$ cat src/rtl/clkdiv_pkg.sv
// Shared constants and types for the clock divider bank and its channels.
package clkdiv_pkg;

  localparam int CNT_W_DEF    = 32;
  localparam int DIV_RST_DEF  = 2;
  localparam int CHANNELS_DEF = 4;

  function automatic int chan_idx_w(input int n);
    return (n > 1) ? $clog2(n) : 1;
  endfunction

  localparam int CHAN_W_DEF = chan_idx_w(CHANNELS_DEF);

  typedef struct packed {
    logic [CNT_W_DEF-1:0] div;
    logic                 en;
  } chan_cfg_t;

endpackage

$ cat src/rtl/clkdiv_channel.sv
// One divider channel: half-period counter, active/pending configuration and
// rising-edge tick. Updates take effect only on a phase boundary or while idle.
module clkdiv_channel
  import clkdiv_pkg::*;
#(
  parameter int          CNT_W   = CNT_W_DEF,
  parameter int unsigned DIV_RST = DIV_RST_DEF
) (
  input  logic             clk_in,
  input  logic             rst_n,
  input  logic             wr,
  input  logic [CNT_W-1:0] wr_div,
  input  logic             wr_en,
  input  logic             restart,
  output logic             pend,
  output logic             clk_out,
  output logic             tick
);

  logic [CNT_W-1:0] active_div_q, active_div_d;
  logic             active_en_q, active_en_d;
  logic [CNT_W-1:0] cnt_q, cnt_d;
  logic             clk_q, clk_d;
  logic             tick_q, tick_d;
  logic [CNT_W-1:0] pend_div_q, pend_div_d;
  logic             pend_en_q, pend_en_d;
  logic             pend_q, pend_d;

  logic             running;
  logic             at_bound;
  logic             stop_low;
  logic             apply;
  logic [CNT_W-1:0] apply_div;
  logic             apply_en;

  // A disabled channel keeps counting until its high phase is finished.
  assign running  = active_en_q || clk_q;
  assign at_bound = running && (cnt_q == active_div_q - CNT_W'(1));
  assign stop_low = pend_q && !pend_en_q && !clk_q;

  always_comb begin
    active_div_d = active_div_q;
    active_en_d  = active_en_q;
    cnt_d        = cnt_q;
    clk_d        = clk_q;
    tick_d       = 1'b0;
    pend_div_d   = pend_div_q;
    pend_en_d    = pend_en_q;
    pend_d       = pend_q;
    apply        = 1'b0;
    apply_div    = pend_div_q;
    apply_en     = pend_en_q;

    if (wr) begin
      pend_d     = 1'b1;
      pend_div_d = wr_div;
      pend_en_d  = wr_en;
    end

    if (restart) begin
      cnt_d = '0;
      clk_d = 1'b0;
      if (wr) begin
        apply     = 1'b1;
        apply_div = wr_div;
        apply_en  = wr_en;
      end else begin
        apply = pend_q;
      end
    end else if (!running || stop_low) begin
      cnt_d = '0;
      apply = pend_q;
    end else if (at_bound) begin
      cnt_d  = '0;
      clk_d  = !clk_q;
      tick_d = !clk_q;
      apply  = pend_q;
    end else begin
      cnt_d = cnt_q + CNT_W'(1);
    end

    // A zero divisor would never reach a boundary, so it becomes 1.
    if (apply) begin
      active_div_d = (apply_div == '0) ? CNT_W'(1) : apply_div;
      active_en_d  = apply_en;
      pend_d       = 1'b0;
    end
  end

  always_ff @(posedge clk_in or negedge rst_n) begin
    if (!rst_n) begin
      active_div_q <= CNT_W'(DIV_RST);
      active_en_q  <= 1'b0;
      cnt_q        <= '0;
      clk_q        <= 1'b0;
      tick_q       <= 1'b0;
      pend_div_q   <= '0;
      pend_en_q    <= 1'b0;
      pend_q       <= 1'b0;
    end else begin
      active_div_q <= active_div_d;
      active_en_q  <= active_en_d;
      cnt_q        <= cnt_d;
      clk_q        <= clk_d;
      tick_q       <= tick_d;
      pend_div_q   <= pend_div_d;
      pend_en_q    <= pend_en_d;
      pend_q       <= pend_d;
    end
  end

  assign pend    = pend_q;
  assign clk_out = clk_q;
  assign tick    = tick_q;

endmodule

$ cat src/rtl/clock_divider_bank.sv
// Bank of independently programmable clock dividers sharing one input clock,
// with a per-channel config handshake and a common phase-align restart.
module clock_divider_bank
  import clkdiv_pkg::*;
#(
  parameter int          CHANNELS = CHANNELS_DEF,
  parameter int          CNT_W    = CNT_W_DEF,
  parameter int unsigned DIV_RST  = DIV_RST_DEF
) (
  input  logic                             clk_in,
  input  logic                             rst_n,
  input  logic                             cfg_valid,
  output logic                             cfg_ready,
  input  logic [chan_idx_w(CHANNELS)-1:0]  cfg_chan,
  input  logic [CNT_W-1:0]                 cfg_div,
  input  logic                             cfg_en,
  input  logic                             sync_restart,
  output logic [CHANNELS-1:0]              clk_out,
  output logic [CHANNELS-1:0]              tick
);

  localparam int CHAN_W = chan_idx_w(CHANNELS);

  logic [CHANNELS-1:0] wr_sel;
  logic [CHANNELS-1:0] pend;

  // Unmatched indices leave cfg_ready high and select no channel, so the
  // write is silently dropped.
  always_comb begin
    cfg_ready = 1'b1;
    wr_sel    = '0;
    for (int i = 0; i < CHANNELS; i++) begin
      if (cfg_chan == CHAN_W'(i)) begin
        cfg_ready = !pend[i];
        wr_sel[i] = cfg_valid && !pend[i];
      end
    end
  end

  for (genvar i = 0; i < CHANNELS; i++) begin : g_chan
    clkdiv_channel #(
      .CNT_W   (CNT_W),
      .DIV_RST (DIV_RST)
    ) u_chan (
      .clk_in  (clk_in),
      .rst_n   (rst_n),
      .wr      (wr_sel[i]),
      .wr_div  (cfg_div),
      .wr_en   (cfg_en),
      .restart (sync_restart),
      .pend    (pend[i]),
      .clk_out (clk_out[i]),
      .tick    (tick[i])
    );
  end

endmodule

$ cat config.mk
export PLATFORM = sky130hd
export DESIGN_NAME = clock_divider_bank
export DESIGN_NICKNAME = d
export VERILOG_FILES = /design/src/rtl/clkdiv_pkg.sv /design/src/rtl/clkdiv_channel.sv /design/src/rtl/clock_divider_bank.sv
export SDC_FILE = /design/constraint.sdc
export NUM_CORES = 1
export LEC_CHECK = 0
export BUFFER_PORTS_ARGS = -buffer_cell sky130_fd_sc_hd__buf_2
export CORE_ASPECT_RATIO = 0.8
export CORE_MARGIN = 2
export CORE_UTILIZATION = 58
export CTS_CLUSTER_SIZE = 20
export DETAILED_ROUTE_END_ITERATION = 10
export PLACE_DENSITY_LB_ADDON = 0.2
export RECOVER_POWER = 25
export SLEW_MARGIN = 15
export SYNTH_ARGS = -nofsm -noshare
export SYNTH_HDL_FRONTEND = slang
export SYNTH_HIERARCHICAL = 1
export SYNTH_SLANG_ARGS = --single-unit
$ cat constraint.sdc
create_clock -name clk_in -period 3.3 [get_ports clk_in]
set_clock_uncertainty 0.2 [all_clocks]
set_input_delay 0.33 -clock clk_in [delete_from_list [all_inputs] [get_ports clk_in]]
set_output_delay 0.33 -clock clk_in [all_outputs]
set_load 0.01 [all_outputs]
# After elaboration in Yosys (flattened, before gate mapping)
# Cells that the tools add are included.
word_totals:
  reg_bits: 404
  input_bits: 39
  word_cells: 188
op_classes:
  addsub: 8
  eq_ne: 11
  n_mux: 84
  reduce_logical: 53
op_table:
  columns: ["cell", "n"]
  rows:
  - ["32-bit two-way mux", 24]
  - ["32-bit by 1-bit adder with 32-bit output, second input constant", 4]
  - ["32-bit == test", 4]
  - ["32-bit zero test", 4]
  - ["32-bit by 1-bit subtractor with 32-bit output, second input constant", 4]
  - ["1-bit two-way mux", 60]
  - ["1-bit logical AND", 16]
  - ["1-bit zero test", 16]
  - ["1-bit logical OR", 8]
  - ["2-bit != test, second input constant", 4]
  - ["2-bit AND reduction", 4]
  - ["2-bit nonzero test", 4]
  - ["2-bit == test, second input constant", 2]
  - ["2-bit by 1-bit == test with 1-bit output, second input constant", 1]
  - ["2-bit zero test", 1]

# Logic depth before layout (Yosys ltp)
# Gate-level depths: netlist (run 1).
logic_depth:
  ltp_word: 7
  ltp_mapped: 14
  depth_no_buf: 11

# By module
# Netlist (run 1), hierarchy kept.
by_module_without_submodules:
  columns: ["module", "instances", "cells_each", "area_per_inst_um2", "seq_area_each_um2"]
  rows:
  - ["clkdiv_channel (g_chan[0].u_chan ...)", 2, 611, 6010.8, 2528.7]
  - ["clkdiv_channel (g_chan[2].u_chan ...)", 2, 604, 5893.2, 2528.7]
  - ["clock_divider_bank", 1, 7, 61.3, 0.0]

# Least setup slack after synthesis (run 1)
# OpenSTA, ideal clock, no wires.
synth_path:
  kind: "register to register"
  startpoint: "register g_chan[0].u_chan.active_div_q[3]"
  endpoint: "register g_chan[0].u_chan.active_div_q[27]"
  arrival_ps: 3338
  setup_slack_ps: -363
  path_stages_with_launch: 14
  n_path_buf: 4
  synth_period_minus_slack_ps: 3663
  path_cell_list: "dfrtp_1 buf_6 or4_1 buf_2 or4_1 mux2_2 mux2i_1 o22a_1 nor4_2 nand3_2 a22o_1 buf_6 buf_8 mux2_4"
synth_between:
  elab_chain_cells: 6
synth_rtl:
  columns: ["element", "line_no", "source"]
  rows:
  - ["start: declaration", "clkdiv_channel.sv:20", "logic [CNT_W-1:0] active_div_q, active_div_d;"]
  - ["start signal: assignment", "clkdiv_channel.sv:92", "active_div_q <= CNT_W'(DIV_RST);"]
  - ["start signal: assignment", "clkdiv_channel.sv:101", "active_div_q <= active_div_d;"]
  - ["32-bit by 1-bit subtractor with 32-bit output", "clkdiv_channel.sv:38", "assign at_bound = running && (cnt_q == active_div_q - CNT_W'(1));"]
  - ["32-bit == test", "clkdiv_channel.sv:38", null]
  - ["1-bit logical AND", "clkdiv_channel.sv:38", null]
  - ["1-bit two-way mux", "clkdiv_channel.sv:73", "end else if (at_bound) begin"]
  - ["1-bit two-way mux", "clkdiv_channel.sv:70", "end else if (!running || stop_low) begin"]
  - ["1-bit two-way mux", "clkdiv_channel.sv:60", "if (restart) begin"]
# Every way passes these cells.
# A chain may end at the register's enable or synchronous reset.

# Worst setup path in the final report (run 1)
layout_path:
  startpoint: "register g_chan[0].u_chan.active_div_q[4]"
  endpoint: "register g_chan[0].u_chan.active_div_q[16]"
# Same word-level chain as after synthesis.

==> impl_metrics.json, run 1 <==
{
  "fin_crit_sh_pct": 108,
  "cts_sinks": 404,
  "reg2regPathDepth": 10,
  "syn_area_um2": 23900,
  "worstPathArrival_ns": 3.81,
  "worst_pin_slew_ns": 2.48,
  "crit_end": "g_chan[0].u_chan/active_div_q[16]",
  "startpoint": "g_chan[0].u_chan/active_div_q[4]",
  "fin_ws_ns": -0.268,
  "violations": "max-capacitance violations, max-slew violations, negative setup slack",
  "fin_tns_setup_ns": -17.78,
  "endpoint_kind": "flop",
  "core_area_um2": 40600,
  "htree_levels": 2,
  "power.leakage_nw": 13.0,
  "reg2reg_slack_ns": -0.27,
  "io-pin-count": 48,
  "synth_seq_area_share_pct": 42.4,
  "clk_latency_ns": 0.58,
  "netlist_top_cells_count": "dfrtp_1, nor2_1, nand2_1",
  "die_height_um": 185,
  "cts_buffers": 43,
  "ys_warn_count": 6,
  "grt_pass1_wl_mm": 109,
  "drive_above_1_share_pct": 28.7,
  "dp_hpwl_mm": 48.8,
  "synth_cell_types": 84,
  "cts_tree": "yes",
  "die_width_um": 231,
  "ir_drop_mv": 0.514,
  "grt_util_all_layers_pct": 32.4,
  "syn_nets": 2484,
  "vias": 20534,
  "worstPathMaxFanout": 14,
  "use_met2_pct": 51.3,
  "drv_slew": 90,
  "slew_headroom_pct": -65.1,
  "dieArea_um2": 42800,
  "overflow": 0,
  "startpoint_type": "flop",
  "totalWireLength_mm": 71.7,
  "timing.rr.end": "g_chan[0].u_chan/active_div_q[16]",
  "rows": 66,
  "top_usage_layer": "met2",
  "grt_pass1_vias": 20071,
  "rsz0062_at_grt": "true",
  "dr.pass1.iters": 5,
  "drc": 0,
  "yosysTopAreaCell": "dfrtp_1",
  "met3_usage_pct": 8.45,
  "setup_viol": 118,
  "yosysMostFrequentCell": "dfrtp_1",
  "ys.flop_type": "dfrtp_1",
  "area_growth_pct": 25.8,
  "first_iter_violations": 1809,
  "ys_ff_latch": 404,
  "synthCells": 2437,
  "required_ns": 3.54,
  "use_met1_pct": 44.3,
  "antenna_found_initial": 7,
  "fin_hold_ws_ns": 0.0366,
  "clk_pin_slew_worst_paths_ns": 0.06,
  "gp_congestion": 0.945,
  "hold_viol": 0,
  "yosys-top-cells-area": "dfrtp_1, mux2i_1, nor2_1, xor2_1, mux2_2",
  "fin_nets": 2822,
  "critPathKind": "flop to flop",
  "max-clock-path-buffers": 3,
  "yosysTopAreaCellShare_pct": 41.9,
  "wire_per_inst_um": 21.4,
  "final.min_clock_period_ns": 3.57,
  "viasPerCell": 6.12,
  "r2r-start": "g_chan[0].u_chan/active_div_q[4]",
  "initial_core_util_pct": 58.7,
  "antenna_left": 0,
  "synth-edff-count": 0,
  "holdCritPathClass": "input pin to flop",
  "outcome": "finished, violations left",
  "cap_viol_max_count": 1,
  "synthArstFlopShare_pct": 100,
  "cts-root-buf": "clkbuf_16",
  "power_mw": 21.5,
  "grt_max_degree": 93,
  "max_freq_mhz": 280,
  "port_buffers": 47,
  "synth.avg_cell_area_um2": 9.79,
  "powerDensity_nw_per_um2": 717
}
-- critical path, stage by stage, from the launching register on --
cell     delay (ns)
dfrtp_1        0.38
or4_4          0.59
or4_4          0.54
mux2_4         0.21
mux2i_1        0.06
o22a_1         0.25
nor4_2         0.27
nand3_2        0.13
a22o_4         0.33
buf_12         0.18
mux2_4         0.30
-- sequential cells by signal (all words and copies together), names as in the netlist --
| signal | flops |
|---|---|
| g_chan.u_chan/active_en_q | 4 |
| g_chan.u_chan/clk_out | 4 |
| g_chan.u_chan/tick | 4 |
| g_chan.u_chan/active_div_q | 128 |
| g_chan.u_chan/cnt_q | 128 |
| g_chan.u_chan/pend_en_q | 4 |
| g_chan.u_chan/pend_div_q | 128 |
| g_chan.u_chan/pend | 4 |
-- what timing repair did --
| action | 4_1_cts | 5_1_grt |
|---|---|---|
| buffers inserted | 21 | 37 |
| hold buffers | 18 | 1 |
| endpoints found under the hold margin | 137 | 1 |
| endpoints found under the setup margin | 196 | 235 |
| pin swaps | 14 | 75 |
| cloned | 7 | 10 |
| gates resized for setup | 60 | 155 |
-- per-stage QoR --
step	utilization, %	cells	area, µm²	setup WS (ns)
floorplan	-	2437	24000	-0.198
global placement	65.4	3185	26600	-0.276
detailed placement	65.4	3185	26600	-0.372
CTS	71.1	3311	28900	-0.216
global route	73.9	3354	30000	-0.355
finish	73.9	3355	30000	-0.268
-- final cells by class --
type,count,area [µm²]
multi-input cells,1829,13800
clock inverters,19,268
well taps,544,681
inverters,91,342
clock buffers,61,1240
diodes,1,2.50
fillers,2885,10600
flip-flops and latches,404,10100
repair buffers,406,3560
-- layer usage --
| layer | part of all wire, % | routed length, µm | vias up |
|---|---|---|---|
| li1 | - | - | 9329 |
| met1 | 43 | 30500 | 10222 |
| met2 | 46 | 32800 | 827 |
| met3 | 9.1 | 6520 | 150 |
| met4 | 2.6 | 1850 | 6 |
| met5 | 0.049 | 35 | - |
-- power by group --
group / switching, mW / internal [mW]
sequential: 1.07 / 6.11
combinational: 4.67 / 4.48
clock: 2.10 / 3.11
-- logic make-up after synthesis --
logic type                 count (synthesis)  share of synthesized area [%]
and+or+nand+nor                         1013                           22.1
xor gates and xnor gates                 250                           9.17
AOI/OAI and AO/OA                        262                           7.94
adders and majority gates                  8                          0.419
buffers and inverters                    205                           3.94
muxes                                    295                           14.1
DFF                                      404                           42.4
-- placed cells by master (no fill, tap or decap), drive strengths merged, types with 6 or more instances in the layout --
cell and n:
nand4b 10, dlygate4sd3 19, dfrtp 400, a21oi 79, nor2 336, nand2 177
and3 42, nor4 90, nand4 52, bufinv 6, buf 376, or3 28
o32ai 16, xnor2 112, nand3 78, o21ai 52, and4 18, mux2 156
o21a 6, or2 8, nor3b 13, o221ai 6, clkinv 8, o22ai 32
or4 28, nor2b 28, mux2i 138, a31oi 6, clkbuf 72, xor2 138
ha 8, and2 8, nand2b 18, inv 93, a211oi 8, nor3 55
-- worst min path at each step --
stage	from	endpoint	slack [ns]	depth (start not counted)
floorplan	rst_n	g_chan[0].u_chan/active_div_q[0]	-0.17	0
global placement	rst_n	g_chan[1].u_chan/cnt_q[23]	0.22	1
detailed placement	rst_n	g_chan[1].u_chan/cnt_q[22]	0.22	1
CTS	sync_restart	g_chan[1].u_chan/clk_out	-0.03	2
global route	cfg_div[1]	g_chan[2].u_chan/active_div_q[1]	0.008	3
finish	cfg_div[1]	g_chan[2].u_chan/active_div_q[1]	0.04	3
Note: power is estimated with default switching activity, not from simulation.
==> run 2: changes to the inputs <==
- ABC_AREA: default -> 0
- CORE_UTILIZATION: 58 -> 55
- RECOVER_POWER: 25 -> 50
==> run 2 against run 1 <==
The flow still finishes with violations (max-capacitance violations, max-slew violations, negative setup slack). Sequential share of layout area is 0.67 points higher. Clock power is 11% lower. Register-to-register slack worse by 0.05 ns.
==> impl_metrics.json, run 2 (synthesis results as in run 1) <==
{
  "reg.largest.list": "g_chan.u_chan/active_div_q x128, g_chan.u_chan/cnt_q x128, g_chan.u_chan/pend_div_q x128",
  "fin_ws_ns": -0.321,
  "endpoint_kind": "flop",
  "cts_sinks": 404,
  "viasPerCell": 5.98,
  "fin_tns_setup_ns": -31.21,
  "cap_viol_max_count": 1,
  "seqPwrFrac_pct": 35.0,
  "grt_pass1_vias": 19481,
  "clk_latency_ns": 0.58,
  "slew_headroom_pct": -11.2,
  "p_sw_share_pct": 36.4,
  "rows": 68,
  "outcome": "finished, violations left",
  "p_clk_share_pct": 22.5,
  "critPathKind": "flop to flop",
  "dp_hpwl_mm": 48.3,
  "core_area_um2": 43000,
  "powerDensity_nw_per_um2": 704,
  "dieArea_um2": 45100,
  "overflow": 0,
  "die_height_um": 190,
  "clk_pin_slew_worst_paths_ns": 0.06,
  "io-pin-count": 48,
  "wire_per_inst_um": 20.8,
  "fin_nets": 2816,
  "drc": 0,
  "cts-root-buf": "clkbuf_16",
  "max-clock-path-buffers": 3,
  "grt_pass1_wl_mm": 108,
  "violations": "max-capacitance violations, max-slew violations, negative setup slack",
  "antenna_left": 0,
  "cts_tree": "yes",
  "p_int_mw": 13.2,
  "ir_drop_mv": 0.554,
  "reg2regPathDepth": 10,
  "antenna_found_initial": 1,
  "hold_viol": 0,
  "setup_viol": 147,
  "worstPathMaxFanout": 11,
  "totalWireLength_mm": 69.7,
  "initial_core_util_pct": 55.6,
  "area_growth_pct": 23.4,
  "grt_util_all_layers_pct": 30.3,
  "port_buffers": 47,
  "dr.pass1.iters": 7,
  "power_mw": 20.7,
  "reg2reg_slack_ns": -0.32,
  "power.leakage_nw": 12.8,
  "hold_depth": 3,
  "rsz0062_at_grt": "true",
  "antenna_cells": 0,
  "worstPathArrival_ns": 3.88,
  "layout_commonest_cell": "dfrtp_1",
  "required_ns": 3.56,
  "drive_above_1_share_pct": 26.5,
  "max_freq_mhz": 276,
  "final.min_clock_period_ns": 3.62,
  "worst_pin_slew_ns": 1.67,
  "htree_levels": 2,
  "fin_crit_sh_pct": 110,
  "drv_slew": 64,
  "gp_congestion": 0.950,
  "holdCritPathClass": "input pin to flop",
  "die_width_um": 237,
  "p_comb_share_pct": 42.6,
  "vias": 20067,
  "startpoint_type": "flop",
  "first_iter_violations": 1570,
  "p_switching_mw": 7.55,
  "final_cell_mix": "dfrtp_1, nor2_1, buf_4",
  "cts_buffers": 43,
  "grt_max_degree": 80
}
==> run 2: cell types whose count changed in the layout (fill, tap and decap cells not counted), moves of 7 or more <==
cell,change
nor2_4,-16
nor2_1,+16
nor3_2,-8
nor3_1,+9
clkbuf_8,-7
==> run 2: path summary, 6_finish.rpt <==
check,start,to
setup / recovery,g_chan[1].u_chan/active_div_q[4],g_chan[1].u_chan/active_div_q[29]
hold / removal,cfg_div[2],g_chan[3].u_chan/active_div_q[2]
setup reg to reg,g_chan[1].u_chan/active_div_q[4],g_chan[1].u_chan/active_div_q[29]
hold reg to reg,g_chan[0].u_chan/clk_out,g_chan[0].u_chan/tick
max in group asynchronous,rst_n,g_chan[2].u_chan/active_div_q[4]
min in group asynchronous,rst_n,g_chan[1].u_chan/cnt_q[19]
==> run 2: repair_timing <==
item | 4_1_cts | 5_1_grt
pin swaps | 20 | 50
hold endpoints to repair | 150 | 0
endpoints found under the setup margin | 229 | 266
cloned | 10 | 7
gates resized for setup | 60 | 80
hold buffers | 21 | 0
setup buffers | 25 | 22
==> run 2: per-layer routing <==
metal | global-route usage (%) | part of all wire [%] | up-vias | wire length (µm)
met5 | 0 | 0 | - | 0
met4 | 6.09 | 2.0 | 0 | 1390
met3 | 7.72 | 8.5 | 111 | 5900
met2 | 47.1 | 45 | 682 | 31200
met1 | 43.1 | 45 | 9954 | 31200
li1 | - | - | 9320 | -
==> run 2: power groups by stage <==
stage	logic (mW)	registers (mW)	clock network, mW
3_5_place_dp	7.75	7.23	0
3_3_place_gp	7.56	7.16	0
2_1_floorplan	4.77	7.11	0
4_1_cts	8.25	7.17	4.73
6_report	8.82	7.24	4.66
5_1_grt	9.51	7.38	4.94
==> run 2: worst max-delay path, stage by stage (launching register included) <==
cell and delay [ns]:
dfrtp_1 0.38, or4_4 0.60, or4_4 0.55, mux2_4 0.22, mux2i_1 0.06, o22a_1 0.24
nor4_4 0.23, nand3_2 0.17, a22o_4 0.36, buf_12 0.18, mux2_4 0.30
==> run 2: cell type report <==
class / count / area, µm²
flip-flops and latches: 404 / 10100
multi-input cells: 1831 / 13500
repair buffers: 398 / 3510
inverters: 91 / 342
well taps: 560 / 701
clock inverters: 9 / 75.1
clock buffers: 62 / 1220
fillers: 3274 / 13500
==> run 2: metrics by stage <==
stage	utilization, %	setup WS (ns)	instances	instance area [µm²]	hold WS, ns
after floorplan	-	-0.198	2437	24000	-0.166
after detailed placement	61.8	-0.359	3200	26500	0.133
after CTS	66.9	-0.273	3326	28700	0.00268
after global routing	68.5	-0.453	3355	29500	0.0193
final	68.5	-0.321	3355	29500	0.0290
after global placement	61.8	-0.328	3200	26500	0.123
